===== config.mk =====
export PLATFORM = sky130hd
export DESIGN_NAME = gs_writeback_arbiter
export DESIGN_NICKNAME = d
export VERILOG_FILES = /design/src/rtl/gs_pkg.sv /design/src/rtl/gs_rr_arbiter.sv /design/src/rtl/gs_writeback_arbiter.sv
export SDC_FILE = /design/constraint.sdc
export NUM_CORES = 1
export LEC_CHECK = 0
export BUFFER_PORTS_ARGS = -buffer_cell sky130_fd_sc_hd__buf_4
export CORE_ASPECT_RATIO = 1.2
export CORE_UTILIZATION = 50
export DETAILED_ROUTE_END_ITERATION = 6
export GPL_TIMING_DRIVEN = 0
export PLACE_DENSITY = 0.85
export SKIP_CTS_REPAIR_TIMING = 1
export SLEW_MARGIN = 20
export SYNTH_ARGS = -nofsm -noshare
export SYNTH_HDL_FRONTEND = slang
export SYNTH_HIERARCHICAL = 1
export SYNTH_SLANG_ARGS = --single-unit
export TNS_END_PERCENT = 30

===== constraint.sdc =====
create_clock -name clk -period 5.4 [get_ports clk]
set_input_delay 0.54 -clock clk [delete_from_list [all_inputs] [get_ports clk]]
set_output_delay 0.54 -clock clk [all_outputs]
set_load 0.02 [all_outputs]

===== src/rtl/gs_pkg.sv =====
// rtl/gs_pkg.sv - shared types and helpers for the GS register-file write path
package gs_pkg;

  localparam int GS_NREG = 32;
  localparam int GS_XLEN = 32;

  typedef logic [4:0] gs_reg_idx_t;

  typedef struct packed {
    gs_reg_idx_t        rd;
    logic [GS_XLEN-1:0] data;
  } gs_wb_req_t;

  // One-hot register mask; x0 maps to an empty mask so it can never be marked busy.
  function automatic logic [GS_NREG-1:0] gs_reg_mask(input gs_reg_idx_t r);
    logic [GS_NREG-1:0] m;
    m = '0;
    if (r != '0) m[r] = 1'b1;
    return m;
  endfunction

endpackage


===== src/rtl/gs_rr_arbiter.sv =====
// rtl/gs_rr_arbiter.sv - round-robin one-hot arbiter with internal priority pointer
module gs_rr_arbiter #(
  parameter int N = 3
) (
  input  logic         clk,
  input  logic         rst,
  input  logic         en_i,
  input  logic [N-1:0] req_i,
  output logic [N-1:0] gnt_o
);

  localparam int PW = (N > 1) ? $clog2(N) : 1;

  logic [PW-1:0] ptr_q, ptr_d;
  logic [N-1:0]  gnt_d;

  // Scan from the pointer, wrapping, and take the first requester.
  always_comb begin
    int  idx;
    logic found;
    gnt_d = '0;
    ptr_d = ptr_q;
    found = 1'b0;
    idx   = 0;
    if (en_i) begin
      for (int k = 0; k < N; k++) begin
        idx = int'(ptr_q) + k;
        if (idx >= N) idx = idx - N;
        if (!found && req_i[idx]) begin
          found      = 1'b1;
          gnt_d[idx] = 1'b1;
          ptr_d      = (idx == N - 1) ? '0 : PW'(idx + 1);
        end
      end
    end
  end

  assign gnt_o = gnt_d;

  always_ff @(posedge clk) begin
    if (!rst) begin
      ptr_q <= '0;
    end else begin
      ptr_q <= ptr_d;
    end
  end

endmodule


===== src/rtl/gs_writeback_arbiter.sv =====
// rtl/gs_writeback_arbiter.sv - merges functional-unit results into the register-file write port
module gs_writeback_arbiter
  import gs_pkg::*;
#(
  parameter int N_SRC = 3,
  parameter int XLEN  = 32
) (
  input  logic                  clk,
  input  logic                  rst,
  input  logic                  iss_valid,
  input  logic [4:0]            iss_rd,
  input  logic [4:0]            chk_rs1,
  input  logic [4:0]            chk_rs2,
  output logic                  hazard,
  input  logic [N_SRC-1:0]      src_valid,
  input  logic [N_SRC*5-1:0]    src_rd,
  input  logic [N_SRC*XLEN-1:0] src_data,
  output logic [N_SRC-1:0]      src_ready,
  output logic                  rd_wen,
  output logic [4:0]            rd_addr,
  output logic [XLEN-1:0]       rd_data,
  output logic [GS_NREG-1:0]    busy
);

  logic [N_SRC-1:0]   gnt;
  logic               gnt_any;
  gs_reg_idx_t        sel_rd;
  logic [XLEN-1:0]    sel_data;

  logic               rd_wen_q, rd_wen_d;
  gs_reg_idx_t        rd_addr_q, rd_addr_d;
  logic [XLEN-1:0]    rd_data_q, rd_data_d;
  logic [GS_NREG-1:0] busy_q, busy_d;

  // Grants are suppressed while reset is held so no result is consumed and lost.
  gs_rr_arbiter #(.N(N_SRC)) u_arb (
    .clk   (clk),
    .rst   (rst),
    .en_i  (rst),
    .req_i (src_valid),
    .gnt_o (gnt)
  );

  assign src_ready = gnt;
  assign gnt_any   = |gnt;

  always_comb begin
    sel_rd   = '0;
    sel_data = '0;
    for (int i = 0; i < N_SRC; i++) begin
      if (gnt[i]) begin
        sel_rd   = src_rd[i*5 +: 5];
        sel_data = src_data[i*XLEN +: XLEN];
      end
    end
  end

  // Set is applied after clear so an issue to the same rd at the retiring edge keeps it busy.
  always_comb begin
    rd_wen_d  = gnt_any && (sel_rd != '0);
    rd_addr_d = gnt_any ? sel_rd : rd_addr_q;
    rd_data_d = gnt_any ? sel_data : rd_data_q;
    busy_d    = busy_q;
    if (gnt_any)   busy_d = busy_d & ~gs_reg_mask(sel_rd);
    if (iss_valid) busy_d = busy_d | gs_reg_mask(iss_rd);
  end

  always_ff @(posedge clk) begin
    if (!rst) begin
      rd_wen_q  <= 1'b0;
      rd_addr_q <= '0;
      rd_data_q <= '0;
      busy_q    <= '0;
    end else begin
      rd_wen_q  <= rd_wen_d;
      rd_addr_q <= rd_addr_d;
      rd_data_q <= rd_data_d;
      busy_q    <= busy_d;
    end
  end

  assign rd_wen  = rd_wen_q;
  assign rd_addr = rd_addr_q;
  assign rd_data = rd_data_q;
  assign busy    = busy_q;

  assign hazard = busy_q[chk_rs1] | busy_q[chk_rs2] | busy_q[iss_rd];

  for (genvar g = 0; g < N_SRC; g++) begin : g_src_chk
    a_rd_reserved: assert property (@(posedge clk) disable iff (!rst)
      (src_valid[g] && (src_rd[g*5 +: 5] != 5'd0)) |-> busy_q[src_rd[g*5 +: 5]]);
  end

endmodule


; ---- After elaboration in Yosys (flattened, before gate mapping)
; Cells that the tools add are included.
[op_classes]
n_addsub = 8
reduce_logical = 14
n_eq_ne = 3
n_bitwise = 7
n_lt_le_gt_ge = 15
n_mux = 59
[op_table]
columns = operator, n
row1 = 32-bit two-way mux, 15
row2 = "32-bit by 3-bit == test with 1-bit output, second input constant", 3
row3 = "32-bit by 1-bit greater-or-equal comparator with 1-bit output, second input constant", 3
row4 = "32-bit by 4-bit < comparator with 1-bit output, second input constant", 3
row5 = "32-bit by 3-bit greater-or-equal comparator with 1-bit output, second input constant", 2
row6 = "32-bit by 3-bit subtractor with 32-bit output, second input constant", 2
row7 = 32-bit AND, 1
row8 = 32-bit inverter, 1
row9 = 32-bit OR, 1
row10 = "5-bit by 6-bit < comparator with 1-bit output, second input constant", 4
row11 = 1-bit two-way mux, 18
row12 = 3-bit two-way mux, 6
row13 = 1-bit binary-select mux with 5-bit select, 3
row14 = 5-bit two-way mux, 3
row15 = 2-bit two-way mux, 6
row16 = 1-bit demux with 5-bit select, 2
row17 = "5-bit by 1-bit greater-or-equal comparator with 1-bit output, second input constant", 2
row18 = 5-bit nonzero test, 2
row19 = 1-bit logical AND, 8
row20 = "2-bit adder, second input constant", 3
row21 = 1-bit binary-select mux with 2-bit select, 3
row22 = 1-bit demux with 2-bit select, 3
row23 = 3-bit OR, 2
row24 = "2-bit by 1-bit adder with 3-bit output, second input constant", 1
row25 = 7 further kinds, 9
[totals]
word_cells = 111
input_bits = 132
ff_bits = 72

; ---- Depth between registers and ports, before layout
; Gate-level depths: netlist of the first run.
[logic_depth]
ltp_word = 30
depth_mapped = 14
depth_no_buf = 12

; ---- By module
; The synthesis of the first run kept the hierarchy.
[modules_own_cells]
columns = module, cells_each, n_inst, area_per_inst_um2
row1 = gs_writeback_arbiter, 449, 1, 4036.4
row2 = gs_rr_arbiter, 49, 1, 381.6

; ---- Worst setup path after synthesis of the first run
; OpenSTA, ideal clock, no wires.
[synth_path]
path_kind = register to register
from = reg u_arb.ptr_q[1]
to = reg busy_q[28] (netlist: busy[28])
setup_ns = 0.117
arrival_ns = 3.215
stages_incl_launch_ff = 14
t_required_ns = 5.283
path_slack_ns = 2.067
path_cell_list = dfxtp_1 -> inv_1 -> ha_1 -> mux2i_1 -> a2bb2oi_2 -> buf_6 -> nor2_1 -> a211oi_1 -> buf_2 -> nand3b_1 -> a22oi_2 -> nand3_1 -> nand2b_1 -> a32o_1
[synth_between]
elab_chain_len = 30
word_cells_on_any_way = 71
cone_classes = add/sub: 5 / order compare: 11 / mux: 40 / bitwise: 5 / reduce/logical: 10
[synth_lines]
columns = item, line_no
row1 = "start, declared", gs_rr_arbiter.sv:14  ; logic [PW-1:0] ptr_q, ptr_d;
row2 = "start signal, assigned", gs_rr_arbiter.sv:44  ; ptr_q <= ptr_d;
row3 = "parallel branches: the longest is 14 deep, another holds 32-bit by 3-bit subtractor with 32-bit output", --
row4 = 3-bit two-way mux (*), gs_rr_arbiter.sv:29  ; if (!found && req_i[idx]) begin
row5 = 3-bit two-way mux (*), gs_rr_arbiter.sv:25  ; if (en_i) begin
row6 = net src_ready[0], gs_writeback_arbiter.sv:18  ; output logic [N_SRC-1:0] src_ready,
row7 = 5-bit two-way mux (3 in a row), gs_writeback_arbiter.sv:51  ; if (gnt[i]) begin
row8 = 5-bit by 6-bit < comparator with 1-bit output (implied by the code) / 5-bit by 1-bit greater-or-equal comparator with 1-bit output (equally long branches), gs_pkg.sv:18  ; if (r != '0) m[r] = 1'b1;
row9 = 1-bit logical AND (implied by the code), gs_pkg.sv:18
row10 = 1-bit two-way mux (implied by the code), gs_pkg.sv:18
row11 = 1-bit demux with 5-bit select, gs_pkg.sv:18
row12 = 32-bit two-way mux, gs_pkg.sv:18
row13 = 32-bit two-way mux, gs_writeback_arbiter.sv:64  ; if (gnt_any) busy_d = busy_d & ~gs_reg_mask(sel_rd);
row14 = 32-bit inverter, gs_writeback_arbiter.sv:64
row15 = 32-bit AND, gs_writeback_arbiter.sv:64
row16 = 32-bit two-way mux (*), gs_writeback_arbiter.sv:64
row17 = 32-bit OR, gs_writeback_arbiter.sv:65  ; if (iss_valid) busy_d = busy_d | gs_reg_mask(iss_rd);
row18 = 32-bit two-way mux (*), gs_writeback_arbiter.sv:65
row19 = "end signal, assigned", gs_writeback_arbiter.sv:78  ; busy_q <= busy_d;
row20 = "end, declared", gs_writeback_arbiter.sv:33  ; logic [GS_NREG-1:0] busy_q, busy_d;
; Mark *: on every way through the listed nets, which the timed path passes. The select of a mux whose other input is x is not followed.
; A chain may end at the register's enable or synchronous reset.

; ---- Final worst setup path of the first run
[layout_path]
from = reg u_arb.ptr_q[1]
to = reg rd_wen_q (netlist: rd_wen)
[layout_between]
elab_chain_len = 21
word_cells_on_any_way = 60
cone_classes = add/sub: 5 / order compare: 9 / mux: 34 / bitwise: 2 / reduce/logical: 10
[layout_lines]
columns = item, line_no
row1 = "parallel branches: the longest is 14 deep, another holds 32-bit by 3-bit subtractor with 32-bit output", --
row2 = 3-bit two-way mux (*), gs_rr_arbiter.sv:29
row3 = 3-bit two-way mux (*), gs_rr_arbiter.sv:25
row4 = 5-bit two-way mux (3 in a row), gs_writeback_arbiter.sv:51
row5 = 5-bit nonzero test, gs_writeback_arbiter.sv:60  ; rd_wen_d = gnt_any && (sel_rd != '0);
row6 = 1-bit logical AND (*), gs_writeback_arbiter.sv:60
row7 = "end signal, assigned", gs_writeback_arbiter.sv:75  ; rd_wen_q <= rd_wen_d;
row8 = "end, declared", gs_writeback_arbiter.sv:30  ; logic rd_wen_q, rd_wen_d;
; Every way passes the cells marked *. The select of a mux whose other input is x is not followed.

==> results of run 1 <==
==> through the flow <==
| stage | setup slack, ps | hold slack, ps | cell area, um^2 |
|---|---|---|---|
| 6_report | 1810 | 428 | 6220 |
| 5_1_grt | 1590 | 438 | 6220 |
| 4_1_cts | 1890 | 420 | 6220 |
| 3_5_place_dp | 1920 | 474 | 6020 |
| 3_3_place_gp | 2020 | 459 | 6020 |
| 2_1_floorplan | 2070 | 540 | 4420 |
==> worst paths after layout <==
kind	start	to	slack [ps]	cells after the start
max reg2reg	u_arb/ptr_q[1]	rd_wen	1810	13
max	u_arb/ptr_q[1]	rd_wen	1810	13
min	rst	u_arb/ptr_q[0]	430	2
min reg2reg	rd_addr[2]	rd_addr[2]	480	2
==> layout make-up <==
cell class                      count  share of cell area
Multi-Input combinational cell    370               0.439
Timing Repair Buffer              194               0.234
Sequential cell                    72               0.232
Buffer                             44              0.0328
Tap cell                          117              0.0235
Clock buffer                       10              0.0205
Clock inverter                      6              0.0113
Inverter                           12             0.00724
==> routing by layer <==
| layer | share of wire | GRT usage | wire length [um] |
|---|---|---|---|
| met5 | 0 | 0 | 0 |
| met4 | 0.035 | 0.156 | 542 |
| met3 | 0.083 | 0.105 | 1280 |
| met2 | 0.52 | 0.614 | 8090 |
| met1 | 0.36 | 0.348 | 5580 |
==> kinds of logic (layout without fill, tap and decap cells) <==
family / after synthesis / count (layout) / share of synthesized area
AOI/OAI and AO/OA: 198 / 198 / 0.313
and+or+nand+nor: 120 / 120 / 0.143
DFF: 72 / 72 / 0.326
buffers and inverters: 56 / 266 / 0.0564
muxes: 48 / 48 / 0.150
adders and majority gates: 4 / 4 / 0.0113
==> state kept, by name, indices dropped and copies added, names as in the netlist <==
| register | count |
|---|---|
| busy | 32 |
| rd_data | 32 |
| rd_addr | 5 |
| u_arb/ptr_q | 2 |
| rd_wen | 1 |
==> cells in the final DEF, fill, tap and decap left out, types with 2 or more instances in the layout <==
master,count
a21boi_0,27
a21oi_1,38
nor2b_1,8
o311ai_0,3
clkbuf_8,9
nand3b_1,8
a311oi_1,2
buf_2,19
o221ai_1,28
nand2_1,41
nor2_1,13
and2_1,6
mux4_2,13
mux2i_1,23
o21ai_0,31
and3_1,3
clkinv_4,2
clkinvlp_4,3
mux2_2,10
a22oi_2,4
a31oi_1,5
nand2b_1,4
buf_4,194
nor3_1,5
inv_1,12
and3b_1,2
buf_6,2
a22o_1,6
a221oi_1,2
nand3_1,11
ha_1,4
nor3b_1,6
a32o_1,7
clkbuf_1,22
dfxtp_1,72
buf_1,2
o22ai_1,30
o21ai_1,3
nand4_1,6
==> critical path: cells and delay by family (launching register included) <==
family,cells,cell delay [ps]
AO/OA/AOI/OAI,5,1200
adder cells (fa/ha/maj),1,320
buffers and inverters,4,810
flip-flops,1,350
multiplexers,1,260
AND/OR/NAND/NOR,2,550
==> power by group through the flow <==
stage	sequential, W	clock, W	combinational [W]
final	0.000733	0.000429	0.00123
after global routing	0.000747	0.000457	0.00132
after CTS	0.000731	0.000434	0.00122
after detailed placement	0.000740	0	0.00121
after global placement	0.000737	0	0.00118
after floorplan	0.000881	0	0.000612
==> reports/results.txt, run 1 <==
status: finished clean
Seq/Total Area, Yosys: 0.326
clock latency on the worst-skew pair: 360 ps
largest net degree at the start of global routing: 14
gr usage total: 0.340
Worst EP required: 5650 ps
DR vias: 5101
placed insts: 809
leading area contributor after synthesis: dfxtp_1
Synth Register Bits: 72
post-synth top area share: 0.326
Reg area: 1440 um^2
final worst path period need: 3590 ps
Synth top cells by count: dfxtp_1, nand2_1, a21oi_1
CTS Buf Count: 9
Critical Path, Cell by Cell: inv_1, ha_1, mux2i_1, a2bb2oi_2, buf_6, a31oi_1, a2bb2oi_1, nor2_1, buf_2, buf_2, a22o_1, nand3_1, o311a_1
Pwr Density: 384 nW/um^2
Avg WL per Cell: 18.8 um
Final setup viols: 0
IO Count: 206
Ant. Diodes: 0
H-tree levels: 3
Buffers on Ports: 194
maximum vdd drop: 0.267 mV
Net Switching: 0.00102 W
layout net count: 839
total negative slack: 0 ps
Max Cap Violations: 0
root buf cell: clkbuf_8
grt ovf: 0
non-filler instance count after layout: 825
Crit path top cell by count: buf_2
clock buffer depth: 2
die area: 9220 um^2
Min-Delay Path Class: primary input to register
number of flops mapped to enable cells by yosys: 0
Final period util: 0.664
total nets after synthesis: 634
DRC violations left: 0
vias in the first global route: 5036
Least-Margin Pin Slew: 806 ps
CP Class: register to register
PnR Total Power: 0.00239 W
first-pass GRT wire length: 24300 um
Area contributors post-synth: dfxtp_1, mux4_2, o221ai_1
Post-Syn Area: 4420 um^2
FILL cells: 679
DR iter-0 viols: 284
Flop pwr share: 0.307
share of flip-flops with an asynchronous set or reset: 0
clock power share: 0.179
Slew Viols, Final: 0
syn_area_per_cell: 8.87 um^2
largest stage delay on the critical path: 370 ps
CTS tree: yes
DRT Pass-1 Iters: 5
crit path DAT: 3830 ps
CP Launch Type: register
Worst-path clk slew: 80 ps
starting density of the core: 0.516
sw frac: 0.428
DIE HEIGHT: 105 um
layout cells sized above 1: 0.373
relative slew slack: 0.461
slowest cell on the critical path: o311a_1
Netlist cell types: 56
Main synth FF type: dfxtp_1
core area: 8560 um^2
Cells after Synth: 498
internal power consumption: 0.00137 W
Placer Congestion: 0.959
logic gate share of total power: 0.514
num rows: 37
final hold vios: 0
crit path capture type: register
count leader, synth: dfxtp_1
Final Core Density: 0.726
Total Routed Length: 15500 um
Synth-to-Final Area Change: 40.8%
Worst Path Max Fanout: 10
area taken by multi-input logic gates: 2730 um^2
Leak: 2.62 nW
Syn. warnings: 6
clock skew: 6.40 ps
fmax: 279 MHz
antenna violations before repair: 0
Die W: 87.8 um
via/cell ratio: 6.18
remaining antenna violation count: 0
RSZ-0062 raised after global routing: no
TritonCTS sink count: 72
detailed placement HPWL: 12200 um
No activity file was read; power rests on OpenSTA's default activity.
==> run 2: changes to the inputs <==
Settings changed: CORE_UTILIZATION 50 to 43, PLACE_DENSITY 0.85 to 0.78.
Clock period 5.4 ns to 2.97 ns, I/O delays scaled along.
==> reports/results.txt, run 2 (same netlist as run 1, synthesis figures left out) <==
status: finished, violations left
violated checks: negative setup slack
layout cells sized above 1: 0.451 (+0.0777)
crit path from: u_arb/ptr_q[1]
CTS tree: yes
Hold Crit Depth: 2 (unchanged)
placed instance area: 6050 um^2 (+0.50%)
WL met3: 1540 um (+20%)
CP delay by family, top: compound AO/OA/AOI/OAI gates
Final Core Density: 0.674 (-0.0521)
via/cell ratio: 6.18 (about the same)
DR vias: 5277 (+3.5%)
CTS Buf Count: 9 (unchanged)
Pwr Density: 760 nW/um^2 (+98%)
Worst EP required: 3190 ps (-2460 ps)
Die W: 94.5 um (+7.7%)
DRC violations left: 0 (unchanged)
Final setup viols: 1 (+1)
core area: 10000 um^2 (+17%)
TritonCTS sink count: 72 (unchanged)
r2r endpoint: busy[8]
most common cell after layout, fill and taps aside: buf_4
Worst-path clk slew: 60 ps (-20 ps)
slowest cell on the critical path: dfxtp_4
IO Count: 206 (unchanged)
clock latency on the worst-skew pair: 330 ps (-30 ps)
clock skew: 4.92 ps (-1.48 ps)
PnR Total Power: 0.00513 W (+110%)
critical path depth: 15 (+2)
Leak: 2.83 nW (+7.9%)
DR top layer: met4
maximum vdd drop: 0.550 mV (+110%)
detailed placement HPWL: 12500 um (+2.5%)
antenna violations before repair: 0 (unchanged)
clock buffer depth: 2 (unchanged)
post-route design area: 6750 um^2 (+8.5%)
routed length on met2: 8990 um (+11%)
Buffers on Ports: 194 (unchanged)
layout net count: 859 (+2.4%)
Ant. Diodes: 0 (unchanged)
largest stage delay on the critical path: 370 ps (about the same)
Worst Path Max Fanout: 10 (unchanged)
DIE HEIGHT: 113 um (+7.7%)
worst reg2reg path depth: 15 (+2)
Min-Delay Path Class: primary input to register
Avg WL per Cell: 20.0 um (+6.7%)
H-tree levels: 3 (unchanged)
crit path capture type: register
Max Cap Violations: 0 (unchanged)
CP Capture Point: busy[8]
relative slew slack: 0.333 (-0.128)
CP Launch Type: register
crit path DAT: 3190 ps (-640 ps)
fmax: 337 MHz (+21%)
worst path bufs/invs: 5 (+1)
grt ovf: 0 (unchanged)
remaining antenna violation count: 0 (unchanged)
vias in the first global route: 5107 (+1.4%)
RSZ-0062 raised after global routing: yes
Critical Path, Cell by Cell: inv_4, ha_4, mux2i_2, a2bb2oi_2, buf_6, a31oi_1, a2bb2oi_2, nor2_4, buf_6, a21oi_1, a22oi_2, buf_4, buf_4, nand4_1, a32o_1
Reg2Reg Setup Slack: -1 ps (-1810 ps)
Least-Margin Pin Slew: 998 ps (+192 ps)
final worst path period need: 2970 ps (-617 ps)
final setup margin: -1.20 ps (-1810 ps)
Placer Congestion: 0.926 (-3.5%)
die area: 10700 um^2 (+16%)
metal1 wirelength: 6080 um (+9.0%)
num rows: 40 (+8.1%)
Slew Viols, Final: 0 (unchanged)
Synth-to-Final Area Change: 52.7%
DR iter-0 viols: 313 (+10%)
total negative slack: -1.20 ps (-1.20 ps)
Final period util: 1.00 (+0.336)
DRT Pass-1 Iters: 5 (unchanged)
final hold vios: 0 (unchanged)
first-pass GRT wire length: 24800 um (+2.3%)
Total Routed Length: 17100 um (+10%)
root buf cell: clkbuf_16
most frequent cells in the layout: buf_4, dfxtp_1, nand2_1
launching point of the worst reg2reg path: u_arb/ptr_q[1]
gr usage total: 0.299 (-0.0409)
starting density of the core: 0.441 (-0.0745)
CP Class: register to register
DP Worst Slack: -504 ps (-2430 ps)
largest net degree at the start of global routing: 14 (unchanged)
==> run 2: worst min path at each step <==
| stage | end | startpoint | slack (ps) |
|---|---|---|---|
| final | u_arb/ptr_q[0] | rst | 210 |
| after global routing | u_arb/ptr_q[0] | rst | 210 |
| after CTS | u_arb/ptr_q[0] | rst | 210 |
| after detailed placement | rd_addr[3] | rd_addr[3] | 480 |
| after global placement | rd_addr[2] | rd_addr[2] | 460 |
| after floorplan | u_arb/ptr_q[0] | rst | 410 |
==> run 2: where the power goes <==
part / total (W) / leakage [nW] / internal (W) / switching [W]
logic: 0.00275 / 2.11 / 0.00120 / 0.00155
registers: 0.00136 / 0.590 / 0.00120 / 0.000162
clock network: 0.00102 / 0.131 / 0.000589 / 0.000428
total: 0.00513 / 2.83 / 0.00299 / 0.00214
==> run 2: routing by layer <==
| metal | vias up | track usage |
|---|---|---|
| li1 | 2395 | - |
| met2 | 319 | 0.558 |
| met1 | 2519 | 0.312 |
| met3 | 44 | 0.0739 |
| met4 | 0 | 0.125 |
| met5 | - | 0 |
==> run 2: layout make-up <==
type                            count  area, um^2
Sequential cell                    72        1450
Timing Repair Buffer              214        1610
Buffer                             44         255
Inverter                           12        47.5
Multi-Input combinational cell    370        2950
Tap cell                          126         158
Clock buffer                       10         239
Fill cell                         800        3260
Clock inverter                      6        45.0
==> run 2: stage by stage <==
step	instances	hold slack, ps
2_1_floorplan	498	412
3_3_place_gp	818	457
3_5_place_dp	818	480
4_1_cts	834	206
5_1_grt	854	206
6_report	854	208
